## src/rtl/load_store_unit.sv

```systemverilog
// load_store_unit: RV32I data-side access stage driving the Memory d_* port.
// Optional MISALIGN_TRAP_EN: misaligned half/word accesses trap instead of being aligned down.
//
// state      | meaning
// S_IDLE     | waiting for a request, req_ready high
// S_LD_ADDR  | load address presented, memory registering the read
// S_LD_DATA  | read data valid on mem_rdata, response issued at the next edge
// S_ST_WAIT  | mem_wen held high until mem_ready or the timeout terminal count
// S_ERR      | illegal/misaligned request, error response at the next edge
module load_store_unit #(
    parameter int WORD_LEN       = 32,
    parameter int TIMEOUT_CYCLES = 16
) (
    input  logic                clk,
    input  logic                rst_n,
    input  logic                req_valid,
    output logic                req_ready,
    input  logic                req_we,
    input  logic [2:0]          req_funct3,
    input  logic [WORD_LEN-1:0] req_addr,
    input  logic [WORD_LEN-1:0] req_wdata,
    output logic                resp_valid,
    output logic [WORD_LEN-1:0] resp_rdata,
    output logic                resp_err,
    output logic [WORD_LEN-1:0] mem_addr,
    output logic                mem_wen,
    output logic [WORD_LEN-1:0] mem_wmask,
    output logic [WORD_LEN-1:0] mem_wdata,
    input  logic [WORD_LEN-1:0] mem_rdata,
    input  logic                mem_ready
);

    localparam int CNT_W = (TIMEOUT_CYCLES > 2) ? $clog2(TIMEOUT_CYCLES) : 1;
    localparam logic [CNT_W-1:0] CNT_LOAD = CNT_W'(TIMEOUT_CYCLES - 1);

    typedef enum logic [2:0] {
        S_IDLE,
        S_LD_ADDR,
        S_LD_DATA,
        S_ST_WAIT,
        S_ERR
    } state_t;

    state_t               state_q, state_d;
    logic [2:0]           funct3_q, funct3_d;
    logic [1:0]           off_q, off_d;
    logic [CNT_W-1:0]     cnt_q, cnt_d;
    logic [WORD_LEN-1:0]  mem_addr_q, mem_addr_d;
    logic                 mem_wen_q, mem_wen_d;
    logic [WORD_LEN-1:0]  mem_wmask_q, mem_wmask_d;
    logic [WORD_LEN-1:0]  mem_wdata_q, mem_wdata_d;
    logic                 resp_valid_q, resp_valid_d;
    logic                 resp_err_q, resp_err_d;
    logic [WORD_LEN-1:0]  resp_rdata_q, resp_rdata_d;

    logic                 legal;
    logic                 go_err;
    logic [1:0]           eff_off;
    logic [3:0]           lane_mask;
    logic [WORD_LEN-1:0]  wmask_full;
    logic [WORD_LEN-1:0]  rd_shifted;
    logic [WORD_LEN-1:0]  load_ext;
`ifdef MISALIGN_TRAP_EN
    logic                 misaligned;
`endif

    // Request decode, used only on the accept edge.
    always_comb begin
        legal = 1'b0;
        case (req_funct3)
            3'b000, 3'b001, 3'b010: legal = 1'b1;
            3'b100, 3'b101:         legal = !req_we;
            default:                legal = 1'b0;
        endcase

        eff_off   = 2'b00;
        lane_mask = 4'b1111;
        case (req_funct3[1:0])
            2'b00: begin
                eff_off   = req_addr[1:0];
                lane_mask = 4'b0001 << req_addr[1:0];
            end
            2'b01: begin
                eff_off   = {req_addr[1], 1'b0};
                lane_mask = 4'b0011 << {req_addr[1], 1'b0};
            end
            default: begin
                eff_off   = 2'b00;
                lane_mask = 4'b1111;
            end
        endcase

        wmask_full = '0;
        for (int i = 0; i < 4; i++) begin
            wmask_full[8*i +: 8] = {8{lane_mask[i]}};
        end

`ifdef MISALIGN_TRAP_EN
        misaligned = ((req_funct3[1:0] == 2'b01) && req_addr[0]) ||
                     ((req_funct3[1:0] == 2'b10) && (req_addr[1:0] != 2'b00));
        go_err     = !legal || misaligned;
`else
        go_err     = !legal;
`endif
    end

    // Load extraction from the captured lane offset and size/sign.
    always_comb begin
        rd_shifted = mem_rdata >> {off_q, 3'b000};
        case (funct3_q)
            3'b000:  load_ext = {{24{rd_shifted[7]}},  rd_shifted[7:0]};
            3'b001:  load_ext = {{16{rd_shifted[15]}}, rd_shifted[15:0]};
            3'b100:  load_ext = {24'h000000, rd_shifted[7:0]};
            3'b101:  load_ext = {16'h0000,   rd_shifted[15:0]};
            default: load_ext = rd_shifted;
        endcase
    end

    always_comb begin
        state_d      = state_q;
        funct3_d     = funct3_q;
        off_d        = off_q;
        cnt_d        = cnt_q;
        mem_addr_d   = mem_addr_q;
        mem_wen_d    = mem_wen_q;
        mem_wmask_d  = mem_wmask_q;
        mem_wdata_d  = mem_wdata_q;
        resp_valid_d = 1'b0;
        resp_err_d   = 1'b0;
        resp_rdata_d = resp_rdata_q;

        case (state_q)
            S_IDLE: begin
                if (req_valid) begin
                    funct3_d   = req_funct3;
                    off_d      = eff_off;
                    mem_addr_d = {req_addr[WORD_LEN-1:2], 2'b00};
                    if (go_err) begin
                        state_d = S_ERR;
                    end else if (req_we) begin
                        state_d     = S_ST_WAIT;
                        mem_wen_d   = 1'b1;
                        mem_wmask_d = wmask_full;
                        mem_wdata_d = req_wdata << {eff_off, 3'b000};
                        cnt_d       = CNT_LOAD;
                    end else begin
                        state_d = S_LD_ADDR;
                    end
                end
            end
            S_LD_ADDR: state_d = S_LD_DATA;
            S_LD_DATA: begin
                resp_valid_d = 1'b1;
                resp_rdata_d = load_ext;
                state_d      = S_IDLE;
            end
            S_ST_WAIT: begin
                // mem_ready wins over the terminal count on the same edge.
                if (mem_ready) begin
                    mem_wen_d    = 1'b0;
                    resp_valid_d = 1'b1;
                    resp_rdata_d = '0;
                    state_d      = S_IDLE;
                end else if (cnt_q == '0) begin
                    mem_wen_d    = 1'b0;
                    resp_valid_d = 1'b1;
                    resp_err_d   = 1'b1;
                    resp_rdata_d = '0;
                    state_d      = S_IDLE;
                end else begin
                    cnt_d = cnt_q - CNT_W'(1);
                end
            end
            S_ERR: begin
                resp_valid_d = 1'b1;
                resp_err_d   = 1'b1;
                resp_rdata_d = '0;
                state_d      = S_IDLE;
            end
            default: state_d = S_IDLE;
        endcase
    end

    always_ff @(posedge clk or negedge rst_n) begin
        if (!rst_n) begin
            state_q      <= S_IDLE;
            funct3_q     <= '0;
            off_q        <= '0;
            cnt_q        <= '0;
            mem_addr_q   <= '0;
            mem_wen_q    <= 1'b0;
            mem_wmask_q  <= '0;
            mem_wdata_q  <= '0;
            resp_valid_q <= 1'b0;
            resp_err_q   <= 1'b0;
            resp_rdata_q <= '0;
        end else begin
            state_q      <= state_d;
            funct3_q     <= funct3_d;
            off_q        <= off_d;
            cnt_q        <= cnt_d;
            mem_addr_q   <= mem_addr_d;
            mem_wen_q    <= mem_wen_d;
            mem_wmask_q  <= mem_wmask_d;
            mem_wdata_q  <= mem_wdata_d;
            resp_valid_q <= resp_valid_d;
            resp_err_q   <= resp_err_d;
            resp_rdata_q <= resp_rdata_d;
        end
    end

    assign req_ready  = (state_q == S_IDLE);
    assign resp_valid = resp_valid_q;
    assign resp_err   = resp_err_q;
    assign resp_rdata = resp_rdata_q;
    assign mem_addr   = mem_addr_q;
    assign mem_wen    = mem_wen_q;
    assign mem_wmask  = mem_wmask_q;
    assign mem_wdata  = mem_wdata_q;

endmodule

```

## config.mk

```make
export PLATFORM = sky130hd
export DESIGN_NAME = load_store_unit
export DESIGN_NICKNAME = d
export VERILOG_FILES = /design/src/rtl/load_store_unit.sv
export SDC_FILE = /design/constraint.sdc
export NUM_CORES = 1
export LEC_CHECK = 0
export CORE_ASPECT_RATIO = 0.6
export CORE_MARGIN = 3
export CORE_UTILIZATION = 44
export CTS_CLUSTER_DIAMETER = 50
export CTS_CLUSTER_SIZE = 14
export DETAILED_ROUTE_END_ITERATION = 8
export PLACE_DENSITY = 0.82
export SYNTH_ARGS = -nofsm -noshare
export SYNTH_HDL_FRONTEND = slang
export SYNTH_SLANG_ARGS = --single-unit
```

## constraint.sdc

```tcl
create_clock -name clk -period 2.07 [get_ports clk]
set_input_delay 0.3105 -clock clk [delete_from_list [all_inputs] [get_ports clk]]
set_output_delay 0.3105 -clock clk [all_outputs]
set_load 0.01 [all_outputs]
```

==> impl_metrics.py <==
metrics = {
    "power_and_ir_drop": {
        "leakagePower_nw": 3.891,
        "power.density_nw_per_um2": 1337,
        "power_mw": 12.04,
        "irDropWorstVdd_mv": 0.7391,
    },
    "sta": {
        "hold_violations": 0,
        "fin_crit_sh": 1.032,
        "setup_viol": 16,
        "hold_ws_ns": 0.4285,
        "finalMaxSlewViolations": 0,
        "max_freq_mhz": 468.0,
        "fin_crit_ns": 2.137,
        "skew_ns": 0.01203,
        "tightest_slew_ns": 0.6381,
        "slew-limit-headroom": 0.5730,
        "setup_tns_ns": -0.4831,
        "finalWorstSetupSlack_ns": -0.06678,
    },
    "worst_setup_path": {
        "crit_buf_inv": 3,
        "crit_path_top_delay_cell": "dfrtp_1",
        "slowest_delay_ns": 0.38,
        "endpoint_kind": "flip-flop",
        "crit_path_cell_trace": "inv_1 -> ha_1 -> nor3b_2 -> or3b_4 -> a21boi_4 -> buf_12 -> clkbuf_16 -> a221o_1",
        "crit_type": "reg2reg",
        "critical_path.top_delay_family": "simple AND/OR/NAND/NOR gates",
        "r2r_cells": 8,
        "crit_required_ns": 2.35,
        "startpoint": "cnt_q[0]",
        "r2r-start": "cnt_q[0]",
        "r2r_setup_slack_ns": -0.07,
        "worstSetupStartpointType": "flip-flop",
        "cp_max_fo": 8,
        "r2r_end": "resp_rdata[20]",
        "cp_data_arrival_time_ns": 2.42,
    },
    "cells_and_area": {
        "diodes": 0,
        "stdcell_count": 967,
        "syn_to_final_growth_pct": 57.11,
        "fillers": 863,
        "drive_above_1_share": 0.1446,
        "nets": 894,
    },
    "clock_network": {
        "cts_buffer_depth": 2,
        "path_clk_slew_ns": 0.06,
        "clk-insertion-delay-late_ns": 0.40,
        "cts_tree": "done",
        "numCtsBuffers": 17,
        "cts_sinks": 113,
        "h-tree-depth": 4,
        "clockRootBuffer": "clkbuf_16",
    },
    "routing": {
        "wl_per_cell_um": 20.14,
        "vias": 5371,
        "wirelength_mm": 19.48,
        "vias_per_cell": 5.554,
        "drc": 0,
        "ant_nets": 0,
        "drt-pass1-iter-count": 5,
        "dr.first_iter.drc_count": 422,
    },
    "synth": {
        "synth_cell_type_count": 44,
        "syn_area_per_cell_um2": 10.16,
        "yosysSeqAreaShare": 0.4933,
        "yosys_register_bits": 113,
        "yosysTopAreaCellShare": 0.4933,
        "syn_inst": 564,
        "synth_ff_type": "dfrtp_1",
        "yosys_warnings": 0,
        "yosysTopAreaCell": "dfrtp_1",
        "synth_area_um2": 5732,
        "async_reset_ff_frac": 1.000,
        "synth-edff-count": 0,
        "synthTopCellsByArea": "dfrtp_1 (49%), mux2i_1 (9.8%), nand2_1 (7.9%)",
    },
    "worst_hold_path": {
        "worstHoldStart": "req_addr[11]",
        "hold_depth": 3,
        "min_to": "mem_addr[11]",
        "hold_path_class": "in2reg",
    },
    "place": {
        "port_buffers": 233,
        "pre_cts_slack_ns": -0.1340,
        "placed_cells": 930,
        "place_hpwl_mm": 13.85,
        "place.gp.congestion": 0.8772,
    },
    "run_status": {
        "status": "finished with violations",
        "violations": "setup timing",
    },
    "floorplan": {
        "start_util": 0.4632,
        "die_w_um": 153.3,
        "die_h_um": 94.41,
        "coreArea_um2": 12370,
        "dieArea_um2": 14480,
        "ios": 236,
        "rows": 31,
    },
    "job": {
        "maxCapViolations": 0,
    },
    "global_routing": {
        "gr-total-overflow": 0,
        "grt_start_max_net_pins": 48,
        "grt_pass1_wl_mm": 29.01,
        "track_usage": 0.2556,
        "antenna_found_initial": 0,
        "grt_pass1_vias": 5343,
    },
}
## layout make-up
cell class                      instances  area [µm²]  share of cell area
Inverter                               15       56.30            0.006253
Tap cell                              165       206.4             0.02293
Sequential cell                       113        2828              0.3140
Clock inverter                         12       182.7             0.02029
Clock buffer                           20       456.7             0.05072
Multi-Input combinational cell        370        2487              0.2762
Timing Repair Buffer                  272        2788              0.3096
## timing repair
action                                  4_1_cts  5_1_grt
hold endpoints to repair                     44        0
hold buffers                                  1        0
endpoints found under the setup margin        1       31
cloned                                        0        3
pin swaps                                     0        1
buffers inserted                              0        1
resized for setup                             1        4
## worst min-delay path, delay by kind of cell
family	cells	cell delay, ns
buffers and inverters	1	0.40
AND/OR/NAND/NOR	2	0.09
## worst max-delay path by stage
stage,endpoint,slack [ns],cells past startpoint
after global routing,resp_rdata[20],-0.07,8
after CTS,resp_rdata[23],0.04,7
after detailed placement,resp_rdata[18],-0.13,5
after floorplan,mem_wdata[24],0.04,6
after global placement,resp_rdata[19],-0.09,5
final,resp_rdata[20],-0.07,8
## layout by cell type (no fill, tap or decap), types with 2 or more instances in the layout
cell	synthesis	routed
clkdlybuf4s50_1	0	231
nand2_1	121	121
dfrtp_1	113	113
mux2i_1	56	56
mux2_2	34	34
a21oi_1	31	31
o21ai_0	30	30
buf_4	31	26
clkbuf_16	0	19
a221o_1	16	16
inv_1	15	15
o2bb2ai_1	15	15
nor2_1	13	13
buf_12	0	10
nand3b_1	8	8
nand3_1	8	8
nor3_1	4	4
bufinv_16	0	4
clkinv_4	0	4
nor3b_2	1	3
clkinvlp_4	0	3
nand2b_1	2	2
and2_1	2	2
o21bai_1	2	2
a31oi_1	2	2
conb_1	1	2
clkbuf_8	0	2
## layer usage
metal	GRT usage	vias up	share of wire
met3	0.08059	28	0.092
met2	0.4089	304	0.47
met1	0.3406	2655	0.42
met4	0.07201	0	0.015
met5	0	-	0
li1	-	2384	-
## sequential cells by signal, indices dropped and copies added, names as in the netlist
signal,cells
cnt_q,4
mem_wmask,4
resp_err,1
resp_rdata,32
funct3_q,3
mem_wen,1
off_q,2
mem_addr,30
resp_valid,1
state_q,3
mem_wdata,32
## cell families (layout without fill, tap and decap cells)
logic type                 count (synthesis)  in the layout  share of synthesized area
buffers and inverters                     82            319                    0.07924
DFF                                      113            113                     0.4933
AOI/OAI and AO/OA                        104            104                     0.1214
muxes                                     91             91                     0.1685
adders and majority gates                  1              1                   0.002183
xor gates and xnor gates                   1              1                   0.001528
and+or+nand+nor                          171            171                     0.1332
other                                      1              2                  0.0006543
## per-stage QoR
stage                     cell area, µm²    util
after floorplan                     5736       -
after global placement              8258  0.6674
after detailed placement            8258  0.6674
after CTS                           8906  0.7198
after global routing                9005  0.7278
final                               9005  0.7278
## report_power, final
part           total [mW]  leakage (nW)  switching (mW)  internal (mW)
Sequential           3.71          1.40           0.641           3.07
Combinational        5.16          2.19            2.22           2.95
Clock                3.17         0.302            1.08           2.08
## cell usage after synthesis (12+ instances only)
master	count
a21oi_1	31
a221o_1	16
buf_2	12
buf_4	31
clkbuf_1	18
dfrtp_1	113
inv_1	15
mux2_2	34
mux2i_1	56
nand2_1	121
nor2_1	13
o21ai_0	30
o2bb2ai_1	15
Power figures use the tool's default switching activity.
